--- config.mk ---
export PLATFORM = sky130hd
export DESIGN_NAME = riscv_alu_mc
export DESIGN_NICKNAME = d
export VERILOG_FILES = /design/src/rtl/riscv_alu_pkg.sv /design/src/rtl/riscv_alu_divider.sv /design/src/rtl/riscv_alu_mc.sv
export SDC_FILE = /design/constraint.sdc
export NUM_CORES = 2
export LEC_CHECK = 0
export CAP_MARGIN = 20
export CELL_PAD_IN_SITES_DETAIL_PLACEMENT = 1
export CELL_PAD_IN_SITES_GLOBAL_PLACEMENT = 1
export CORE_MARGIN = 5
export CORE_UTILIZATION = 44
export DETAILED_ROUTE_END_ITERATION = 12
export HOLD_SLACK_MARGIN = 0.05
export MAX_ROUTING_LAYER = met4
export PLACE_DENSITY_LB_ADDON = 0.1
export SLEW_MARGIN = 30
export SYNTH_ARGS = -nofsm -noshare
export SYNTH_HDL_FRONTEND = slang
export SYNTH_SLANG_ARGS = --single-unit
--- constraint.sdc ---
create_clock -name clk -period 6.4 [get_ports clk]
set_input_delay 1.28 -clock clk [delete_from_list [all_inputs] [get_ports clk]]
set_output_delay 1.28 -clock clk [all_outputs]
set_load 0.01 [all_outputs]
--- src/rtl/riscv_alu_pkg.sv ---
// Shared opcodes, FSM state type and opcode-class helpers for the multi-cycle
// integer execute unit.
package riscv_alu_pkg;

  localparam int OPW = 5;

  localparam logic [OPW-1:0] OP_ADD    = 5'd1;
  localparam logic [OPW-1:0] OP_SUB    = 5'd2;
  localparam logic [OPW-1:0] OP_AND    = 5'd3;
  localparam logic [OPW-1:0] OP_OR     = 5'd4;
  localparam logic [OPW-1:0] OP_XOR    = 5'd5;
  localparam logic [OPW-1:0] OP_SLL    = 5'd6;
  localparam logic [OPW-1:0] OP_SRL    = 5'd7;
  localparam logic [OPW-1:0] OP_SRA    = 5'd8;
  localparam logic [OPW-1:0] OP_SLT    = 5'd9;
  localparam logic [OPW-1:0] OP_LUI    = 5'd10;
  localparam logic [OPW-1:0] OP_SLTU   = 5'd11;
  localparam logic [OPW-1:0] OP_BGE    = 5'd12;
  localparam logic [OPW-1:0] OP_BGEU   = 5'd13;
  localparam logic [OPW-1:0] OP_ADDPC  = 5'd14;
  localparam logic [OPW-1:0] OP_JBADDR = 5'd15;
  localparam logic [OPW-1:0] OP_BNE    = 5'd16;
  localparam logic [OPW-1:0] OP_BLT    = 5'd17;
  localparam logic [OPW-1:0] OP_BLTU   = 5'd18;
  localparam logic [OPW-1:0] OP_MUL    = 5'd19;
  localparam logic [OPW-1:0] OP_MULH   = 5'd20;
  localparam logic [OPW-1:0] OP_MULHSU = 5'd21;
  localparam logic [OPW-1:0] OP_MULHU  = 5'd22;
  localparam logic [OPW-1:0] OP_DIV    = 5'd23;
  localparam logic [OPW-1:0] OP_DIVU   = 5'd24;
  localparam logic [OPW-1:0] OP_REM    = 5'd25;
  localparam logic [OPW-1:0] OP_REMU   = 5'd26;

  typedef enum logic [1:0] {IDLE, MUL, DIV, DONE} alu_state_t;

  function automatic logic is_mop(input logic [OPW-1:0] op);
    return (op >= OP_MUL) && (op <= OP_REMU);
  endfunction

  function automatic logic is_mul_op(input logic [OPW-1:0] op);
    return (op >= OP_MUL) && (op <= OP_MULHU);
  endfunction

  function automatic logic is_rem_op(input logic [OPW-1:0] op);
    return (op == OP_REM) || (op == OP_REMU);
  endfunction

endpackage

--- src/rtl/riscv_alu_divider.sv ---
// Restoring divider: one quotient bit per cycle for XLEN cycles on magnitudes,
// with sign and divide-by-zero fixups applied to the final step.
module riscv_alu_divider
  import riscv_alu_pkg::*;
#(
  parameter int XLEN = 32
) (
  input  logic            clk,
  input  logic            rst_n,
  input  logic            flush,
  input  logic            start,
  input  logic            is_signed,
  input  logic [XLEN-1:0] dividend,
  input  logic [XLEN-1:0] divisor,
  output logic            done,
  output logic [XLEN-1:0] quotient,
  output logic [XLEN-1:0] remainder
);

  localparam int CW = $clog2(XLEN);

  logic            busy_q, busy_d;
  logic [CW-1:0]   cnt_q, cnt_d;
  logic [XLEN-1:0] rem_q, rem_d, quo_q, quo_d, dvs_q, dvs_d;
  logic            neg_quo_q, neg_quo_d, neg_rem_q, neg_rem_d, dz_q, dz_d;

  logic [XLEN:0]   rem_shift, diff;
  logic            ge;
  logic [XLEN-1:0] rem_next, quo_next;
  logic            sa, sb;

  assign sa        = is_signed & dividend[XLEN-1];
  assign sb        = is_signed & divisor[XLEN-1];
  assign rem_shift = {rem_q, quo_q[XLEN-1]};
  assign diff      = rem_shift - {1'b0, dvs_q};
  assign ge        = ~diff[XLEN];
  assign rem_next  = ge ? diff[XLEN-1:0] : rem_shift[XLEN-1:0];
  assign quo_next  = {quo_q[XLEN-2:0], ge};

  // A zero divisor never fails the trial subtract, so the raw quotient is all
  // ones and the remainder is |dividend|; only a signed quotient needs override.
  assign done      = busy_q && (cnt_q == CW'(XLEN - 1));
  assign quotient  = dz_q ? '1 : (neg_quo_q ? -quo_next : quo_next);
  assign remainder = neg_rem_q ? -rem_next : rem_next;

  always_comb begin
    // NOTE: every output of a combinational block gets a default first, so no path leaves it unassigned and infers a latch.
    busy_d    = busy_q;
    cnt_d     = cnt_q;
    rem_d     = rem_q;
    quo_d     = quo_q;
    dvs_d     = dvs_q;
    neg_quo_d = neg_quo_q;
    neg_rem_d = neg_rem_q;
    dz_d      = dz_q;
    if (start) begin
      busy_d    = 1'b1;
      cnt_d     = '0;
      rem_d     = '0;
      quo_d     = sa ? -dividend : dividend;
      dvs_d     = sb ? -divisor : divisor;
      neg_quo_d = sa ^ sb;
      neg_rem_d = sa;
      dz_d      = (divisor == '0);
    end else if (busy_q) begin
      rem_d = rem_next;
      quo_d = quo_next;
      cnt_d = cnt_q + CW'(1);
      if (done) busy_d = 1'b0;
    end
  end

  always_ff @(posedge clk) begin
    // NOTE: clocked state uses non-blocking assignments so every flop samples pre-edge values.
    if (!rst_n || flush) begin
      busy_q <= 1'b0;
      cnt_q  <= '0;
    end else begin
      busy_q <= busy_d;
      cnt_q  <= cnt_d;
    end
  end

  // NOTE: datapath registers are reloaded on start and only read while busy, so they carry no reset.
  always_ff @(posedge clk) begin
    rem_q     <= rem_d;
    quo_q     <= quo_d;
    dvs_q     <= dvs_d;
    neg_quo_q <= neg_quo_d;
    neg_rem_q <= neg_rem_d;
    dz_q      <= dz_d;
  end

endmodule

--- src/rtl/riscv_alu_mc.sv ---
// Multi-cycle integer execute unit: single-pass base ALU ops plus iterative
// RV32M multiply (shift-add) and divide, with valid/ready on both sides.
module riscv_alu_mc #(
  parameter int XLEN       = 32,
  parameter int MUL_UNROLL = 1,
  parameter int OPW        = 5
) (
  input  logic            clk,
  input  logic            rst_n,
  input  logic            flush,
  input  logic            in_valid,
  output logic            in_ready,
  input  logic [OPW-1:0]  op,
  input  logic [XLEN-1:0] src_a,
  input  logic [XLEN-1:0] src_b,
  output logic            out_valid,
  input  logic            out_ready,
  output logic [XLEN-1:0] result,
  output logic            zero
);
  import riscv_alu_pkg::*;

  localparam int SHW     = $clog2(XLEN);
  localparam int CW      = $clog2(XLEN) + 1;
  localparam int MUL_CYC = XLEN / MUL_UNROLL;

  alu_state_t        state_q, state_d;
  logic [OPW-1:0]    op_q, op_d;
  logic [XLEN-1:0]   result_q, result_d;
  logic              zero_q, zero_d;
  logic [2*XLEN-1:0] acc_q, acc_d, mcand_q, mcand_d, acc_step, prod;
  logic [XLEN-1:0]   mplier_q, mplier_d;
  logic [CW-1:0]     mcnt_q, mcnt_d;
  logic              mneg_q, mneg_d;

  logic              accept, lt_s, lt_u, eq, mul_sa, mul_sb;
  logic [SHW-1:0]    shamt;
  logic [XLEN-1:0]   base_res, a_mag, b_mag;
  logic              div_start, div_done;
  logic [XLEN-1:0]   div_quo, div_rem;

  assign accept    = in_valid && in_ready;
  assign in_ready  = (state_q == IDLE);
  assign out_valid = (state_q == DONE);
  assign result    = result_q;
  assign zero      = zero_q;

  assign lt_s  = $signed(src_a) < $signed(src_b);
  assign lt_u  = src_a < src_b;
  assign eq    = src_a == src_b;
  assign shamt = src_b[SHW-1:0];

  // Branch ops return 0 when taken so zero doubles as the branch condition.
  always_comb begin
    base_res = '0;
    case (op)
      OP_ADD:    base_res = src_a + src_b;
      OP_SUB:    base_res = src_a - src_b;
      OP_AND:    base_res = src_a & src_b;
      OP_OR:     base_res = src_a | src_b;
      OP_XOR:    base_res = src_a ^ src_b;
      OP_SLL:    base_res = src_a << shamt;
      OP_SRL:    base_res = src_a >> shamt;
      OP_SRA:    base_res = $unsigned($signed(src_a) >>> shamt);
      OP_SLT:    base_res = XLEN'(lt_s);
      OP_LUI:    base_res = src_b;
      OP_SLTU:   base_res = XLEN'(lt_u);
      OP_BGE:    base_res = XLEN'(lt_s);
      OP_BGEU:   base_res = XLEN'(lt_u);
      OP_ADDPC:  base_res = src_a + XLEN'(4);
      OP_JBADDR: base_res = src_a - XLEN'(4) + src_b;
      OP_BNE:    base_res = XLEN'(eq);
      OP_BLT:    base_res = XLEN'(!lt_s);
      OP_BLTU:   base_res = XLEN'(!lt_u);
      default:   base_res = '0;
    endcase
  end

  // Multiply unsigned magnitudes and negate the product once at the end.
  assign mul_sa = ((op == OP_MULH) || (op == OP_MULHSU)) && src_a[XLEN-1];
  assign mul_sb = (op == OP_MULH) && src_b[XLEN-1];
  assign a_mag  = mul_sa ? -src_a : src_a;
  assign b_mag  = mul_sb ? -src_b : src_b;

  always_comb begin
    acc_step = acc_q;
    for (int j = 0; j < MUL_UNROLL; j++) begin
      if (mplier_q[j]) acc_step = acc_step + (mcand_q << j);
    end
  end

  assign prod = mneg_q ? -acc_step : acc_step;

  riscv_alu_divider #(.XLEN(XLEN)) u_div (
    .clk       (clk),
    .rst_n     (rst_n),
    .flush     (flush),
    .start     (div_start),
    .is_signed ((op == OP_DIV) || (op == OP_REM)),
    .dividend  (src_a),
    .divisor   (src_b),
    .done      (div_done),
    .quotient  (div_quo),
    .remainder (div_rem)
  );

  always_comb begin
    state_d   = state_q;
    op_d      = op_q;
    result_d  = result_q;
    acc_d     = acc_q;
    mcand_d   = mcand_q;
    mplier_d  = mplier_q;
    mcnt_d    = mcnt_q;
    mneg_d    = mneg_q;
    div_start = 1'b0;
    case (state_q)
      IDLE: if (accept) begin
        op_d = op;
        if (is_mul_op(op)) begin
          state_d  = MUL;
          acc_d    = '0;
          mcand_d  = {{XLEN{1'b0}}, a_mag};
          mplier_d = b_mag;
          mcnt_d   = '0;
          mneg_d   = mul_sa ^ mul_sb;
        end else if (is_mop(op)) begin
          state_d   = DIV;
          div_start = 1'b1;
        end else begin
          state_d  = DONE;
          result_d = base_res;
        end
      end
      MUL: begin
        acc_d    = acc_step;
        mcand_d  = mcand_q << MUL_UNROLL;
        mplier_d = mplier_q >> MUL_UNROLL;
        mcnt_d   = mcnt_q + CW'(1);
        if (mcnt_q == CW'(MUL_CYC - 1)) begin
          state_d  = DONE;
          result_d = (op_q == OP_MUL) ? prod[XLEN-1:0] : prod[2*XLEN-1:XLEN];
        end
      end
      DIV: if (div_done) begin
        state_d  = DONE;
        result_d = is_rem_op(op_q) ? div_rem : div_quo;
      end
      DONE: if (out_ready) state_d = IDLE;
      default: state_d = IDLE;
    endcase
    zero_d = (result_d == '0);
  end

  always_ff @(posedge clk) begin
    if (!rst_n || flush) begin
      state_q  <= IDLE;
      result_q <= '0;
      zero_q   <= 1'b1;
    end else begin
      state_q  <= state_d;
      result_q <= result_d;
      zero_q   <= zero_d;
    end
  end

  always_ff @(posedge clk) begin
    op_q     <= op_d;
    acc_q    <= acc_d;
    mcand_q  <= mcand_d;
    mplier_q <= mplier_d;
    mcnt_q   <= mcnt_d;
    mneg_q   <= mneg_d;
  end

endmodule

==> impl.org <==
** Timing
- Final hold viol count :: 0
- Worst slew margin relative to its limit :: 0.3585
- Slew @ Worst Pin :: 953.4 ps
- Period utilisation layout :: 0.9791
- Slew Viols, Final :: 0
- The clock arrives with around 30 ps of skew.
- Static timing analysis puts the maximum clock frequency at between 150 and 200 MHz.
- Setup violations remaining at the end of the flow were counted as 0.
- Final critical-path required period :: 6266 ps
- Setup slack on the critical path of the routed design comes to 133.6 ps.

** Outcome
- Outcome :: finished clean

** Power and ir drop
- Maximum resistive drop on vdd :: 0.2127 mV
- Power comes to 9.984 mW.
- Pwr Density :: 223.6 mW/mm^2
- Summed over all cells, the static leakage comes to 17.14 nW.

** Synth
- Averaged over all synthesized cells, the footprint is 7.532 um^2.
- Most frequent cell after synthesis :: nor2_1
- In the post-synthesis netlist, the biggest area contributors are edfxtp_1 (19%), ha_1 (8.1%), nor2_1 (5.8%), xnor2_1 (5.8%), a21oi_1 (5.6%).
- The mapped netlist covers 0.03805 mm^2.
- After synthesis, the most frequently instantiated cells are nor2_1 (592), nand2_1 (545), a21oi_1 (427).
- Yosys mapped the design onto about 110 distinct sky130hd cell types.
- Counting flops and latches in the post-synthesis netlist gives approximately 310.
- In the synthesized netlist the dominant register cell turns out to be edfxtp_1.
- For this run, the register share of the synthesized area comes to 0.2270.
- For this run, the number of Yosys warnings is 0.
- Of the post-synthesis cell area, the dominant cell type holds 0.1886.
- In this run, synthesis inferred 239 flip-flops with an integrated enable.
- Synthesis produced 5051 cells.
- edfxtp_1 takes more of the synthesized area than any other cell.
- Net Count, Synth :: 5376
- Counting flops with an async set or reset pin after synthesis yields a share of 0.

** Floorplan
- After floorplanning, the core was sized to cover 0.08555 mm^2.
- Measured along the y axis, the die boundary spans 304.1 um.
- The floorplan step defined a die boundary enclosing 0.09245 mm^2.
- For this configuration, the core starts out at a cell density of 0.4447.
- Number of cell rows :: 107
- # IOs :: 109
- Width of the chip :: 304.1 um

** CTS
- Number of clock sinks :: about 310
- Cell at the root of the clock tree :: clkbuf_16
- Max Buffers Root-to-Sink :: 3
- CTS built an H-tree with a depth of 2.
- For this design, the CTS-stage hold fixing added 0 buffers.
- Clk pin slew, worst setup/hold paths :: 60 ps
- TritonCTS created 41 clock buffers.
- Insertion delay to the later sink of the worst-skew pair :: 630 ps
- TritonCTS built the clock tree.

** Routing
- Detail-routed net length per standard cell :: approximately 32 um
- The first detailed-routing pass took 8 iterations.
- In the routed design, unresolved DRC markers number 0.
- Initial DRC Count :: ~5100
- Routed vias/inst :: 6.750
- Final Routed Wirelength :: 206.9 mm
- Count of nets left with antenna violations after detail routing :: 0
- Across all layers, the routed design uses 44276 vias.

** Placement
- Weighted congestion at the end of routability-driven global placement :: 1.090
- The wire-length estimate of the detail-placed layout is 165.3 mm.
- OpenSTA, run right after detailed placement, puts the worst setup slack at -413.5 ps.
- Number of input and output port buffers inserted :: 108

** Finish
- Final Util :: 0.5220
- Area of the multi-input gates :: 0.02740 mm^2
- Fin nets :: 5704
- The layout has 10640 filler cells.
- In the final layout, the share of cells above drive strength 1 is 0.1391.
- Area overhead of the layout relative to synthesis :: 17.38%
- Summing all flip-flop and latch instances after layout gives 0.008640 mm^2.

** Worst setup path
- By startpoint and endpoint, the worst setup path is classified as input pin to flip-flop.
- STA puts the critical path data required time at 6910 ps.
- Traced cell by cell, the critical path runs through clkdlybuf4s50_1 -> ha_1 -> fa_1 -> a21o_1 -> and4_1 -> o21ai_0 -> a21oi_1 -> o221ai_1 -> o31ai_1 -> a21oi_1 -> or4_1 -> a31oi_1 -> o21ai_0 -> buf_4 -> o311ai_0 -> nor4b_2 -> nand4_1 -> nor4_2 -> nand4_1 -> o41ai_2.
- Critical Path Start :: src_a[0]
- The worst register-to-register path begins at u_div.dvs_q[26].
- Critical path launch point type :: input pin
- Arrival time of data at the critical path endpoint :: around 6800 ps
- Longest individual stage delay on the worst path :: 580 ps
- Worst setup EP type :: flip-flop
- Worst-path cell with the longest stage delay :: o21ai_0
- Largest fanout on the critical path :: 4

** Global route
- First-pass GRT wire length :: roughly 300 mm
- Number of antenna violations at the first check in global routing :: 4
- In the global route stage, overall resource usage came out at 0.4355.
- Entering global routing, the biggest net connects a little over 90 pins.
- After global routing the overflow that remains totals 0.
- Layer with the highest usage :: met2
- For this run, global-route usage on met3 was measured as 0.07342.
- In the global route stage, met1 resource usage came out at 0.5131.
- The number of global-route vias before repair came to about 44000.
- M2 GR Usage :: 0.6790

** Worst hold path
- The worst hold path begins at u_div.rem_q[21].
- The min-delay analysis places its worst path in the category flip-flop to flip-flop.

** Job
- Number of maximum-capacitance violations :: 0
[through the flow]
step           hold WS [ps]  setup TNS, ps  cell area, um^2  std cells
3_3_place_gp          480.1         -348.1            43230       6479
2_1_floorplan         464.7              0            38050       5051
6_report              514.4              0            44660       6559
3_5_place_dp          499.8         -434.7            43230       6479
4_1_cts               511.0              0            44540       6555
5_1_grt               535.1         -78.92            44660       6557
[critical path: cells and delay by family]
family / cells / cell delay, ps
compound gates: 10 / 2720
fa+ha+maj: 2 / 730
buf+inv: 2 / 790
simple gates: 6 / 1240
[state kept, by name, summed over array words and instances, names as in the netlist]
| signal | cells |
|---|---|
| u_div.busy_q | 1 |
| mneg_q | 1 |
| u_div.rem_q | 32 |
| u_div.dvs_q | 32 |
| mcnt_q | 6 |
| u_div.quo_q | 32 |
| mcand_q | 64 |
| state_q | 2 |
| mplier_q | 32 |
| u_div.neg_quo_q | 1 |
| zero | 1 |
| result | 32 |
| acc_q | 64 |
| op_q | 5 |
| u_div.neg_rem_q | 1 |
| u_div.cnt_q | 5 |
| u_div.dz_q | 1 |
[worst paths after layout]
kind / to / cells past startpoint / slack [ps]
max: zero / 20 / 130
min: u_div.rem_q[21] / 2 / 510
max reg2reg: zero / 25 / 160
min reg2reg: u_div.rem_q[21] / 2 / 510
[layout make-up]
class	instances	share of cell area
Inverter	227	0.01908
Sequential cell	312	0.1935
Timing Repair Buffer	621	0.1126
Clock buffer	57	0.02454
Clock inverter	19	0.004735
Tap cell	1144	0.03205
Antenna cell	3	0.0001681
Multi-Input combinational cell	4176	0.6134
[power by group]
part | internal [mW] | switching (mW) | total (mW)
logic | 1.81 | 3.28 | 5.08
clock network | 1.34 | 1.05 | 2.39
registers | 2.36 | 0.152 | 2.51
total | 5.50 | 4.48 | 9.98
[routing by layer]
layer / share of wire / up-vias
met5: 0 / -
met3: 0.082 / 802
met2: 0.44 / 2468
li1: - / 19291
met1: 0.38 / 21715
met4: 0.092 / 0
[cells by family (layout without fill, tap and decap cells)]
kind of cell	after synthesis	after routing	synth area share
AO/OA/AOI/OAI	1549	1549	0.2679
multiplexers	170	170	0.05643
AND/OR/NAND/NOR	1878	1878	0.2320
adder cells (fa/ha/maj)	251	251	0.08373
other	0	3	0
XOR/XNOR	328	328	0.07551
buffers and inverters	563	924	0.05742
flip-flops	312	312	0.2270
[what timing repair did]
item	in CTS	in global routing
gates resized for setup	2	24
pin swaps	0	9
endpoints found under the setup margin	1	2
setup buffers	0	1
[cell usage in the layout, fill, tap and decap left out, types with 103 or more instances in the layout]
master and instances:
nand2_1 545, buf_4 507, nor3_1 112, a21oi_1 424
inv_1 213, ha_1 243, nor2_1 589, xnor2_1 252
o21ai_0 335, mux2i_1 113, clkdlybuf4s50_1 103, nand3_1 125
edfxtp_1 239
No activity file was read; power rests on OpenSTA's default activity.
